**src/rtl/imem_loader.sv**
```systemverilog
// imem_loader: assembles a little-endian byte stream into 32-bit words, writes them from address 0, then releases the core.
// Defining IMEM_LOADER_CHECKSUM_EN adds a trailing modulo-256 checksum byte that must match before the core is released.
module imem_loader #(
    parameter int ADDR_W = 8
) (
    input  logic        clk,
    input  logic        rst,
    input  logic        i_start,
    input  logic        i_byte_valid,
    input  logic [7:0]  i_byte,
    output logic        o_byte_ready,
    output logic        o_we,
    output logic [31:0] o_waddr,
    output logic [31:0] o_wdata,
    output logic        o_core_rst,
    output logic        o_busy,
    output logic        o_done,
    output logic        o_err
);
    typedef enum logic [2:0] {IDLE, LEN0, LEN1, DATA, CHK, DONE, ERR} state_t;
    localparam logic [16:0] CAP = 17'(1) << ADDR_W;
`ifdef IMEM_LOADER_CHECKSUM_EN
    localparam state_t S_FIN = CHK;
`else
    localparam state_t S_FIN = DONE;
`endif
    state_t          r_state;
    logic [15:0]     r_len;
    logic [ADDR_W:0] r_idx;
    logic [1:0]      r_cnt;
    logic [23:0]     r_word;
`ifdef IMEM_LOADER_CHECKSUM_EN
    logic [7:0]      r_sum;
`endif
    logic            w_xfer;
    logic [15:0]     w_len;
    logic            w_last;

    assign w_xfer       = i_byte_valid && o_byte_ready;
    assign w_len        = {i_byte, r_len[7:0]};
    assign w_last       = (17'(r_idx) + 17'd1) == {1'b0, r_len};
    assign o_byte_ready = r_state inside {LEN0, LEN1, DATA, CHK};
    assign o_busy       = r_state inside {LEN0, LEN1, DATA, CHK};
    assign o_done       = r_state == DONE;
    assign o_err        = r_state == ERR;
    assign o_core_rst   = r_state != DONE;

    always_ff @(posedge clk or negedge rst) begin
        if (!rst) begin
            r_state <= IDLE;
            r_len   <= '0;
            r_idx   <= '0;
            r_cnt   <= '0;
            r_word  <= '0;
            o_we    <= 1'b0;
            o_waddr <= '0;
            o_wdata <= '0;
`ifdef IMEM_LOADER_CHECKSUM_EN
            r_sum   <= '0;
`endif
        end else begin
            o_we <= 1'b0;
            case (r_state)
                IDLE, DONE, ERR: if (i_start) r_state <= LEN0;
                LEN0: if (w_xfer) begin
                    r_len[7:0] <= i_byte;
                    r_state    <= LEN1;
                end
                LEN1: if (w_xfer) begin
                    r_len   <= w_len;
                    r_idx   <= '0;
                    r_cnt   <= '0;
`ifdef IMEM_LOADER_CHECKSUM_EN
                    r_sum   <= '0;
`endif
                    r_state <= ({1'b0, w_len} > CAP) ? ERR : (w_len == 16'd0) ? S_FIN : DATA;
                end
                DATA: if (w_xfer) begin
                    r_cnt <= r_cnt + 2'd1;
`ifdef IMEM_LOADER_CHECKSUM_EN
                    r_sum <= r_sum + i_byte;
`endif
                    if (r_cnt == 2'd3) begin
                        o_we    <= 1'b1;
                        o_waddr <= 32'({r_idx, 2'b00});
                        o_wdata <= {i_byte, r_word};
                        r_idx   <= r_idx + 1'b1;
                        if (w_last) r_state <= S_FIN;
                    end else begin
                        r_word[{r_cnt, 3'b000} +: 8] <= i_byte;
                    end
                end
`ifdef IMEM_LOADER_CHECKSUM_EN
                CHK: if (w_xfer) r_state <= (i_byte == r_sum) ? DONE : ERR;
`endif
                default: r_state <= IDLE;
            endcase
        end
    end
endmodule

```
**config.mk**
```make
export PLATFORM = sky130hd
export DESIGN_NAME = imem_loader
export DESIGN_NICKNAME = d
export VERILOG_FILES = /design/src/rtl/imem_loader.sv
export SDC_FILE = /design/constraint.sdc
export NUM_CORES = 1
export LEC_CHECK = 0
export CORE_MARGIN = 8
export CORE_UTILIZATION = 49
export DETAILED_ROUTE_END_ITERATION = 8
export GPL_TIMING_DRIVEN = 0
export PLACE_DENSITY = 0.83
export SETUP_SLACK_MARGIN = 0.1
export SYNTH_ARGS = -nofsm -noshare
export SYNTH_HDL_FRONTEND = slang
export SYNTH_SLANG_ARGS = --single-unit
```
**constraint.sdc**
```tcl
create_clock -name clk -period 2.56 [get_ports clk]
set_input_delay 0.512 -clock clk [delete_from_list [all_inputs] [get_ports clk]]
set_output_delay 0.512 -clock clk [all_outputs]
set_load 0.02 [all_outputs]
```
# After elaboration in Yosys (flattened, before gate mapping)
# Index checks and enable logic that the tools add are counted.
classes:
  shifts: 2
  muxes: 22
  order_cmp: 1
  n_reduce_logical: 13
  add_sub_neg: 4
  div: 0
  n_eq_ne: 15
  n_bitwise: 2
  multipliers: 0
ops:
  columns: ["operator", "n"]
  rows:
  - ["9-bit two-way mux", 3]
  - ["24-bit bitwise mux", 1]
  - ["3-bit two-way mux", 8]
  - ["8-bit by 7-bit variable shift with 24-bit output, first input constant", 1]
  - ["8-bit by 7-bit variable part select with 24-bit output", 1]
  - ["9-bit case mux with 2 select lines", 1]
  - ["10-bit by 16-bit equality test with 1-bit output", 1]
  - ["16-bit by 9-bit > comparator with 1-bit output, second input constant", 1]
  - ["16-bit zero test", 1]
  - ["8-bit case mux with 2 select lines", 1]
  - ["3-bit case mux with 4 select lines", 1]
  - ["3-bit AND reduction", 4]
  - ["9-bit by 1-bit adder with 10-bit output, second input constant", 1]
  - ["2-bit inequality test, second input constant", 5]
  - ["9-bit by 1-bit adder with 9-bit output, second input constant", 1]
  - ["3-bit equality test, second input constant", 3]
  - ["8-bit two-way mux", 1]
  - ["5-bit negation with 7-bit output", 1]
  - ["3-bit by 2-bit equality test with 1-bit output, second input constant", 2]
  - ["6-bit AND reduction", 1]
  - ["2-bit two-way mux", 2]
  - ["2-bit case mux with 2 select lines", 1]
  - ["4-bit AND reduction", 1]
  - ["4-bit nonzero test", 1]
  - ["12 further kinds", 15]
word_totals:
  inputBits: 12
  output_inout_bits: 70
  latchBits: 0
  reg_bits: 96
  wordCells: 68
  mem_count: 0
  romBits: 0
  mem_bits_rw: 0

# Depth between registers and ports, before layout
depth:
  word_depth: 6
  mapped_depth: 10
  depth_no_buf: 7

# Worst setup path after synthesis
# Ideal clock, no wire load.
synth_timing:
  path_kind: "input to register"
  from: "in i_byte[7]"
  to: "reg r_state[2]"
  required_ps: 2494
  setup_slack_ps: 651
  stages: 5
  arrival_time_ps: 1843
  cell_sequence: "or4_4 -> nor3_4 -> mux2_2 -> a21oi_1 -> a22o_1"
synth_between:
  elab_chain_len: 5
  elab_cells_between_ends: 6
synth_rtl:
  columns: ["element", "line", "text"]
  rows:
  - ["from (decl)", "10", "input logic [7:0] i_byte,"]
  - ["branches (longest 2 deep; another with 16-bit by 9-bit > comparator with 1-bit output)", null, null]
  - ["3-bit two-way mux *", "76", "r_state <= ({1'b0, w_len} > CAP) ? ERR : (w_len == 16'd0) ? S_FIN : DATA;"]
  - ["3-bit two-way mux *", "69", "LEN1: if (w_xfer) begin"]
  - ["3-bit case mux with 4 select lines *", "63", "case (r_state)"]
  - ["to (signal assigned)", "76", null]
  - ["to (decl)", "27", "state_t r_state;"]
# Mark *: on every way between the ends. The select of a mux whose other input is x is not followed.
# A chain may end at the register's enable or synchronous reset.

# Worst setup path in the final report
layout_timing:
  from: "reg r_state[2]"
  to: "out o_core_rst"
layout_between:
  elab_chain_len: 1
layout_rtl:
  columns: ["element", "line", "text"]
  rows:
  - ["3-bit inequality test", "46", "assign o_core_rst = r_state != DONE;"]
  - ["to (decl)", "15", "output logic o_core_rst,"]
# Every way passes these cells.

==> key figures <==
Outcome
  – Status: finished clean

Setup path
  – CP endpoint kind: output pin
  – Max incr delay on CP: between 0.6 and 0.7 ns
  – Max FO, Critical Path: 8
  – CP startpoint: r_state[2]$_DFFE_PN0P_
  – R2R setup slack: between 0.4 and 0.5 ns
  – Setup crit start kind: flip-flop
  – Crit path max-delay cell type: clkdlybuf4s50_1
  – Crit path kind: reg2out
  – Reg2reg start: r_idx[1]$_DFFE_PN0P_
  – Register-to-Register Path Depth: 7
  – Worst flop-to-flop path endpoint: r_state[2]$_DFFE_PN0P_
  – CP cell instances: clkbuf_2, nor2b_2, nand2_1, clkdlybuf4s50_1
  – WP data arrival: around 1.8 ns
  – CP required: ~2.1 ns

Layout
  – Fill count: between 700 and 800
  – Sequential cell area: ~2400 um2
  – Diode count: 0
  – Footprint of the multi-input gates: 1867 um2
  – Post-Route Utilization: 0.6037
  – Area Growth Syn to Fin: 21.41%
  – Post-route cell area: about 5500 um2
  – Nets: 591
  – Share of cells above drive strength 1: 0.1458

Timing
  – FMAX: between 400 and 500 MHz
  – Final hold slack: 0.04198 ns
  – Max-slew violations: 0
  – Worst-Margin Slew: between 0.9 and 1 ns
  – Skew final: between 0.007 and 0.008 ns
  – # setup viols final: 0
  – RSZ-0062 raised after global routing: false
  – Final WS setup: 0.2097 ns
  – Min Clock Period, post-route: between 2 and 2.5 ns
  – Final Cycle Share: 0.9181
  – Rel. slew slack: 0.3404
  – Hold Vio Cnt, Final: 0

Floorplanning
  – Die width: ~110 um
  – Boundary pin count: 82
  – Die area: 12580 um2
  – Row cnt: 35
  – Core Box Area: 9109 um2
  – Die Span Y: about 110 um
  – Starting Density: 0.4973

Global route
  – Vias in the first global route: around 3.6k
  – Grt ovf: 0
  – GRT Overall Usage: 0.1731
  – Initial antenna violation count: 0
  – Largest net degree at the start of global routing: 74
  – First-pass GRT wire length: between 15 and 20 mm

Power and ir drop
  – Peak supply drop: 518.8 uV
  – Leakage power: about 2.7 nW
  – Cell area power density: 808.5 nW/um2

Clocking
  – Deepest clock path buffer count: 2
  – TritonCTS clock tree: done
  – CTS Hold Buffers Added: 0
  – Clk Latency, worst-skew pair: approximately 0.37 ns
  – Postcts setup bufs: 0
  – Num CTS Buffers: 9
  – Root buffer cell: clkbuf_8
  – Clock slew at reported path FFs: about 0.09 ns
  – Clk sinks: 96
  – H-tree Lvls: 3

Synth
  – Largest family of logic cells by synthesized area: simple AND/OR/NAND/NOR gates
  – Xor/xnor cell area share of the yosys netlist: 0.02320
  – Syn_area_per_cell: roughly 9.3 um2
  – Count leader, synth: nand2_1
  – Complex-gate fraction of the synthesized area: 0.08619
  – Netlist cell types: 53
  – Top cells by area, synth: dfrtp_1, nand2_1, buf_4, o21ai_0, mux2_2
  – Synth Flop Type: dfrtp_1
  – Post-synthesis sequential area ratio: 0.5304
  – Post-synth top area share: 0.5304
  – Mapped Area: ~4500 um2
  – Mapped Cells: ~490
  – Async set-or-reset flop fraction in the synthesized netlist: 1.000
  – Seq cells post-synth: 96
  – Commonest cells in the netlist: nand2_1, dfrtp_1, o21ai_0
  – Post-synth top area cell: dfrtp_1
  – Synth warn: 0
  – Adder-cell share of the synthesized area: 0.01657
  – Mux cell area share after synthesis: 0.04448
  – Post-Synth Simple-Gate Area: 0.2221
  – Post-synth EDFFs: 0

Job
  – Max Cap Viol: 0

Placement
  – Detail Placement HPWL: 7.545 mm
  – Pre-CTS setup slack: -0.08638 ns
  – Area post-placement: around 5300 um2
  – GP Congestion: 0.8138
  – PortBufs: 54

Detailed routing
  – Via count: 3629
  – Initial DRT Pass Iterations: 5
  – 1st-iter DRT viols: 248
  – Post-DRT Antenna Nets: 0
  – Final WL: roughly 11 mm
  – WL per Instance: 15.48 um
  – Post-route DRC: 0
  – Vias per inst: 5.282

Hold path
  – Min-Delay Path Class: in2async
-- cell usage in the layout, fill, tap and decap left out, types with 3 or more instances in the layout --
| master | instances |
|---|---|
| dfrtp_1 | 96 |
| nor3b_1 | 3 |
| o21ai_0 | 39 |
| clkbuf_1 | 10 |
| buf_2 | 7 |
| nor4_1 | 4 |
| clkdlybuf4s50_1 | 50 |
| buf_4 | 33 |
| and3_1 | 3 |
| nand4_1 | 6 |
| conb_1 | 23 |
| mux2_2 | 17 |
| ha_1 | 6 |
| xnor2_1 | 9 |
| nand2_1 | 178 |
| inv_1 | 8 |
| xor2_1 | 3 |
| or4_1 | 3 |
| clkbuf_8 | 9 |
| o31ai_1 | 3 |
| nor2_1 | 10 |
| nand3_1 | 5 |
-- where the power goes --
| group | total, mW | leakage, nW | internal [mW] | switching (mW) |
|---|---|---|---|---|
| Combinational | 1.46 | 1.28 | 0.650 | 0.811 |
| Sequential | 2.04 | 1.29 | 1.83 | 0.212 |
| Clock | 0.943 | 0.0880 | 0.438 | 0.505 |
-- routing by layer --
layer	vias to the layer above	track usage	routed length, um
met5	-	0	0
met2	110	0.2931	5363
met4	0	0.06565	214
li1	1717	-	-
met3	17	0.04885	676
met1	1785	0.2047	4380
-- critical path, delay by kind of cell (launching register included) --
kind / cells / cell delay, ns
buffers and inverters: 2 / 0.79
flip-flops: 1 / 0.38
AND/OR/NAND/NOR: 2 / 0.31
-- cells by family after synthesis --
family / after synthesis
multiplexers: 18
adder cells (fa/ha/maj): 6
AND/OR/NAND/NOR: 230
XOR/XNOR: 12
flip-flops: 96
buffers and inverters: 58
other: 1
AO/OA/AOI/OAI: 64
-- how the worst max path moves through the flow --
stage | to | cells after the start
after floorplan | r_state[2]$_DFFE_PN0P_ | 5
after global placement | o_wdata[28]$_DFFE_PN0P_ | 1
after detailed placement | r_state[2]$_DFFE_PN0P_ | 6
after CTS | o_done | 5
after global routing | o_byte_ready | 6
final | o_core_rst | 4
-- per-stage QoR --
step	setup TNS [ns]	cells	total power, mW
global placement	-232.51	672	3.424
detailed placement	-0.08638	673	3.522
floorplan	0	507	3.039
CTS	0	687	4.446
finish	0	687	4.446
global route	0	687	4.688
-- sequential cells by signal (all words and copies together), names as in the netlist --
name,count
r_cnt,2
r_len,16
o_we,1
r_idx,9
r_state,3
o_waddr,9
r_word,24
o_wdata,32
-- layout make-up --
cell class | instances | share of cell area
clock inverters | 4 | 0.008646
inverters | 8 | 0.005461
flip-flops and latches | 96 | 0.4369
well taps | 111 | 0.02526
repair buffers | 55 | 0.1031
multi-input cells | 353 | 0.3395
clock buffers | 10 | 0.02321
plain buffers | 50 | 0.05802
-- repair_timing --
action / CTS / global route
pin swaps: 0 / 0
resized for setup: 4 / 3
setup endpoints to repair: 4 / 3
No activity file was read; power rests on OpenSTA's default activity.
